--- src/rtl/vx_vpu_pkg.sv ---
// Shared types and sizing helpers for the VPU issue splitter.
package vx_vpu_pkg;

  typedef enum logic {
    ST_IDLE  = 1'b0,
    ST_SPLIT = 1'b1
  } split_state_e;

  // Width needed to hold a vector length in 0..max_vl.
  function automatic int vl_bits_f(input int max_vl);
    return $clog2(max_vl + 1);
  endfunction

  // Width of the beat index; never narrower than one bit.
  function automatic int beat_bits_f(input int max_vl, input int lanes);
    int nb;
    nb = (max_vl + lanes - 1) / lanes;
    return (nb <= 2) ? 1 : $clog2(nb);
  endfunction

endpackage

--- src/rtl/vx_vpu_out_buf.sv ---
// Small circular FIFO with registered storage; a full buffer still accepts a
// push in the same cycle its head is popped.
module vx_vpu_out_buf #(
  parameter int DATAW = 8,
  parameter int DEPTH = 2
) (
  input  logic             clk,
  input  logic             reset,
  input  logic             push,
  input  logic [DATAW-1:0] push_data,
  output logic             push_ok,
  output logic             valid,
  input  logic             ready,
  output logic [DATAW-1:0] data
);

  localparam int PW = (DEPTH > 1) ? $clog2(DEPTH) : 1;
  localparam int CW = PW + 1;

  logic [DATAW-1:0] mem [DEPTH];
  logic [PW-1:0]    wr_ptr;
  logic [PW-1:0]    rd_ptr;
  logic [CW-1:0]    count;
  logic             pop;
  logic             do_push;

  assign valid   = (count != '0);
  assign pop     = valid & ready;
  assign push_ok = (count != CW'(DEPTH)) | pop;
  assign do_push = push & push_ok;
  assign data    = mem[rd_ptr];

  // Pointer and occupancy bookkeeping; pointers wrap naturally (DEPTH is 2^n).
  always_ff @(posedge clk or negedge reset) begin
    if (!reset) begin
      wr_ptr <= '0;
      rd_ptr <= '0;
      count  <= '0;
    end else begin
      if (do_push) wr_ptr <= wr_ptr + PW'(1);
      if (pop)     rd_ptr <= rd_ptr + PW'(1);
      case ({do_push, pop})
        2'b10:   count <= count + CW'(1);
        2'b01:   count <= count - CW'(1);
        default: count <= count;
      endcase
    end
  end

  // Payload storage is never reset; occupancy alone defines what is live.
  always_ff @(posedge clk) begin
    if (do_push) mem[wr_ptr] <= push_data;
  end

endmodule

--- src/rtl/vx_vpu_issue_splitter.sv ---
// Routes issued instructions to the scalar or vector path and, in split mode,
// cuts each vector instruction into lane-sized beats with masks and sop/eop.
module vx_vpu_issue_splitter
  import vx_vpu_pkg::*;
#(
  parameter int DATAW     = 64,
  parameter int LANES     = 4,
  parameter int MAX_VL    = 32,
  parameter int OUT_DEPTH = 2,
  parameter int SPLIT_EN  = 1,
  localparam int VL_BITS   = vl_bits_f(MAX_VL),
  localparam int BEAT_BITS = beat_bits_f(MAX_VL, LANES)
) (
  input  logic                 clk,
  input  logic                 reset,
  input  logic                 in_valid,
  output logic                 in_ready,
  input  logic                 in_is_vec,
  input  logic [VL_BITS-1:0]   in_vl,
  input  logic [DATAW-1:0]     in_data,
  output logic                 vec_valid,
  input  logic                 vec_ready,
  output logic [DATAW-1:0]     vec_data,
  output logic [BEAT_BITS-1:0] vec_beat,
  output logic [LANES-1:0]     vec_mask,
  output logic                 vec_sop,
  output logic                 vec_eop,
  output logic                 sca_valid,
  input  logic                 sca_ready,
  output logic [DATAW-1:0]     sca_data,
  output logic                 busy,
  output logic                 vl_err
);

  // One extra bit so k*LANES+i cannot wrap.
  localparam int VW  = VL_BITS + 1;
  localparam int LSH = $clog2(LANES);

  typedef struct packed {
    logic [DATAW-1:0]     data;
    logic [BEAT_BITS-1:0] beat;
    logic [LANES-1:0]     mask;
    logic                 sop;
    logic                 eop;
  } beat_t;

  localparam int BW = $bits(beat_t);

  split_state_e         state;
  logic [BEAT_BITS-1:0] beat_cnt;
  logic [VL_BITS-1:0]   evl;
  logic [VW-1:0]        nbeats;
  logic [VW-1:0]        k_ext;
  logic                 last;
  logic                 over_vl;
  beat_t                beat_d;
  beat_t                vec_q;
  logic                 vec_ok;
  logic                 sca_ok;
  logic                 vec_push;
  logic                 sca_push;

  // Beat generator: clamped length, beat count and lane mask for beat_cnt.
  always_comb begin
    over_vl     = (in_vl > VL_BITS'(MAX_VL));
    evl         = over_vl ? VL_BITS'(MAX_VL) : in_vl;
    nbeats      = (VW'(evl) + VW'(LANES - 1)) >> LSH;
    if (nbeats == '0) nbeats = VW'(1);
    k_ext       = VW'(beat_cnt);
    beat_d      = '0;
    beat_d.data = in_data;
    if (SPLIT_EN != 0) begin
      last        = ((k_ext + VW'(1)) == nbeats);
      beat_d.beat = beat_cnt;
      beat_d.sop  = (beat_cnt == '0);
      beat_d.eop  = last;
      for (int i = 0; i < LANES; i++) begin
        beat_d.mask[i] = (((k_ext << LSH) + VW'(i)) < VW'(evl));
      end
    end else begin
      last        = 1'b1;
      beat_d.beat = '0;
      beat_d.sop  = 1'b1;
      beat_d.eop  = 1'b1;
      beat_d.mask = '1;
    end
  end

  // Classifier: an instruction is consumed only when its last beat goes out.
  assign vec_push = reset & in_valid & in_is_vec & vec_ok;
  assign sca_push = reset & in_valid & ~in_is_vec & sca_ok;
  assign in_ready = reset & (in_is_vec ? (vec_ok & last) : sca_ok);
  assign vl_err   = vec_push & last & over_vl;
  assign busy     = (beat_cnt != '0);

  // Split FSM: advance one beat per vector push, return to IDLE on the last.
  always_ff @(posedge clk or negedge reset) begin
    if (!reset) begin
      state    <= ST_IDLE;
      beat_cnt <= '0;
    end else if (vec_push) begin
      if (last) begin
        state    <= ST_IDLE;
        beat_cnt <= '0;
      end else begin
        state    <= ST_SPLIT;
        beat_cnt <= beat_cnt + BEAT_BITS'(1);
      end
    end
  end

  // Upstream must keep the instruction presented until its last beat leaves.
  a_hold_during_split: assert property (
    @(posedge clk) disable iff (!reset) (state == ST_SPLIT) |-> in_valid);

  vx_vpu_out_buf #(.DATAW(BW), .DEPTH(OUT_DEPTH)) u_vec_buf (
    .clk       (clk),
    .reset     (reset),
    .push      (vec_push),
    .push_data (beat_d),
    .push_ok   (vec_ok),
    .valid     (vec_valid),
    .ready     (vec_ready),
    .data      (vec_q)
  );

  vx_vpu_out_buf #(.DATAW(DATAW), .DEPTH(OUT_DEPTH)) u_sca_buf (
    .clk       (clk),
    .reset     (reset),
    .push      (sca_push),
    .push_data (in_data),
    .push_ok   (sca_ok),
    .valid     (sca_valid),
    .ready     (sca_ready),
    .data      (sca_data)
  );

  assign vec_data = vec_q.data;
  assign vec_beat = vec_q.beat;
  assign vec_mask = vec_q.mask;
  assign vec_sop  = vec_q.sop;
  assign vec_eop  = vec_q.eop;

endmodule

--- config.mk ---
export PLATFORM = sky130hd
export DESIGN_NAME = vx_vpu_issue_splitter
export DESIGN_NICKNAME = d
export VERILOG_FILES = /design/src/rtl/vx_vpu_pkg.sv /design/src/rtl/vx_vpu_out_buf.sv /design/src/rtl/vx_vpu_issue_splitter.sv
export SDC_FILE = /design/constraint.sdc
export NUM_CORES = 1
export LEC_CHECK = 0
export ABC_AREA = 1
export CORE_UTILIZATION = 53
export CTS_BUF_LIST = sky130_fd_sc_hd__clkbuf_8
export DETAILED_ROUTE_END_ITERATION = 8
export PLACE_DENSITY = 0.82
export SYNTH_ARGS = -nofsm -noshare
export SYNTH_HDL_FRONTEND = slang
export SYNTH_SLANG_ARGS = --single-unit
--- constraint.sdc ---
create_clock -name clk -period 6 [get_ports clk]
set_input_delay 0.6 -clock clk [delete_from_list [all_inputs] [get_ports clk]]
set_output_delay 0.6 -clock clk [all_outputs]
set_load 0.05 [all_outputs]
==> flow_summary.toml <==
[route]
dr.pass1.iters = 5
remaining_drc_errors = 0
first_iter_violations = 390
viasPerCell = 5.061
postRouteAntennaNets = 0
wl_per_cell_um = 16.62
vias = 7080
drt-total-wl_mm = 23.26

[critical_path]
required_ns = 5.40
path_cells = "buf_4 > inv_2 > buf_4 > nand2_1 > nand2_1 > clkdlybuf4s50_1"
critPathSlowestCell = "clkdlybuf4s50_1"
cpPeakStageDelay_ns = 0.81
crit_family = "buffers and inverters"
path_class = "reg2out"
cp-end-kind = "output port"
crit_arrival_ns = 3.51
crit_fanout = 74
rrSetupSlack_ns = 3.42
worstSetupStartpointType = "flop"
critPathBufInv = 4

[synth]
synthDistinctLibCells = 22
syn-num-nets = 942
synth.avg_cell_area_um2 = 12.61
netlist_instances = 859
synth_area_um2 = 10840
yosys_register_bits = 285
yosys_warnings = 0
async_reset_ff_share_pct = 3.860
synthFlopType = "edfxtp_1"
synth-edff-count = 274
yosysSeqAreaShare_pct = 78.48

[global_route]
grt_max_degree = 75
overflow = 0
grt_usage_pct = 22.57
grt_pass1_vias = 7100
antenna_found_initial = 2
grt_pass1_wl_mm = 36.61

[clock_network]
tritoncts = "done"
clockRootBuffer = "clkbuf_8"
cts_buffer_depth = 3
cts_resized = 0
clkLatencyLatePin_ns = 0.54
cts_setup_buffers = 0
clock-sinks = 285
cts_hold_buf = 0
cts_made_buffers = 44
htreeDepth = 2
cts.reportedPaths.clkPinSlew_ns = 0.06

[sta]
hold_viol = 0
holdWs_ns = 0.4452
fmax_mhz = 243.5
drv_slew = 0
fin_skew_ns = 0.01931
slew-limit-headroom_pct = 30.92
setup_viol_count_final = 0
period_needed_ns = 4.107
rsz0062_at_grt = "false"
tns_ns = 0
worstMarginPinSlew_ns = 1.036
finalCritPeriodShare_pct = 68.44

[die]
ioPinCount = 218
num_rows = 51
die_area_um2 = 21020
die_height_um = 145.0
coreArea_um2 = 19780
die_w_um = 145.0
initial_core_util_pct = 54.78

[placement]
placed_area_um2 = 13330
portBuffers = 217
dp_hpwl_mm = 14.31
gp_congestion = 0.8422

[power_and_ir_drop]
ir_worst_vdd_mv = 0.4490
power_density_nw_per_um2 = 512.5
leakagePower_uw = 0.005600

[cells_and_area]
nFillCells = 1347
final_common_cell = "nand2_1"
nets = 1184
drive_gt1_share_pct = 6.802
area_growth_pct = 30.15
design_area_um2 = 14100
layout_common_cells = "nand2_1, edfxtp_1, clkdlybuf4s50_1"

[min_path]
hold_class = "in2async"

[job]
drv_cap = 0

[status]
status = "finished, final reports clean"
-- cell usage after synthesis (4+ instances only) --
| library cell | n | area share (%) |
|---|---|---|
| nand2_1 | 442 | 15 |
| edfxtp_1 | 274 | 76 |
| inv_1 | 29 | 1.0 |
| clkbuf_1 | 25 | 0.87 |
| nand3_1 | 18 | 0.83 |
| nor2_1 | 15 | 0.52 |
| dfrtp_1 | 11 | 2.5 |
| a21oi_1 | 8 | 0.37 |
| ha_1 | 7 | 0.81 |
| buf_1 | 5 | 0.17 |
| xor2_1 | 5 | 0.40 |
| nand2_2 | 4 | 0.23 |
| o21ai_0 | 4 | 0.18 |
-- layer usage --
layer  vias to the layer above  part of all wire [%]  GRT usage [%]
met2                       272                    51          38.99
met5                         -                     0              0
met3                        51                   6.1          4.465
met1                      3391                    40          27.52
met4                         0                   2.9          10.00
li1                       3366                     -              -
-- final cells by class --
type	instances	area, um2	area share (%)
flip-flops and latches	285	8506	60.31
repair buffers	226	2240	15.88
multi-input cells	513	2133	15.13
clock buffers	47	646.9	4.587
well taps	265	331.6	2.351
clock inverters	30	123.9	0.8784
inverters	31	116.4	0.8251
diodes	2	5.005	0.03549
-- per-stage QoR --
stage                     power (uW)  utilization, %  worst slack [ns]  cells
after global routing            7555           71.28             1.682   1398
final                           7227           71.29             1.893   1399
after CTS                       7286           71.27             1.828   1397
after floorplan                 4704               -             1.145    859
after detailed placement        5868           67.37             2.351   1320
after global placement          5820           67.37             2.437   1320
-- logic make-up (layout without fill, tap and decap cells) --
group / Yosys count / in the layout / share of synthesized area, %
xor gates and xnor gates: 7 / 7 / 0.5658
adders and majority gates: 7 / 7 / 0.8083
other: 0 / 2 / 0
and+or+nand+nor: 485 / 485 / 17.33
DFF: 285 / 285 / 78.48
buffers and inverters: 61 / 334 / 2.113
AOI/OAI and AO/OA: 14 / 14 / 0.7045
-- worst paths after layout --
kind                                    start                  end  cells past startpoint
hold reg to reg            u_sca_buf.count[0]   u_sca_buf.count[0]                      1
setup reg to reg           u_sca_buf.count[0]  u_sca_buf.mem[0][0]                      7
hold / removal                          reset   u_vec_buf.count[1]                      1
min in group clk           u_sca_buf.count[0]   u_sca_buf.count[0]                      1
max in group asynchronous               reset     u_sca_buf.rd_ptr                      1
setup / recovery             u_vec_buf.rd_ptr              vec_sop                      6
-- state kept, by name, summed over array words and instances, names as in the netlist --
signal	cells
u_sca_buf.mem	128
u_sca_buf.count	2
u_vec_buf.wr_ptr	1
u_vec_buf.mem	146
beat_cnt	3
u_sca_buf.rd_ptr	1
u_sca_buf.wr_ptr	1
u_vec_buf.rd_ptr	1
u_vec_buf.count	2
-- worst reg2reg max path: stages (launching register included) --
cell and delay (ns):
dfrtp_1 0.40, inv_1 0.08, nand2_1 0.09, nand2_1 0.12
nand3_1 0.18, nand2_1 0.19, nor2_4 0.46, buf_4 0.68
-- power by group --
group	total, uW	leakage [uW]	internal [uW]	switching [uW]
Sequential	2440	0.00261	2380	66.5
Clock	1410	0.000464	721	691
Combinational	3370	0.00252	953	2420
Total	7230	0.00560	4050	3180
No activity file was read; power rests on OpenSTA's default activity.
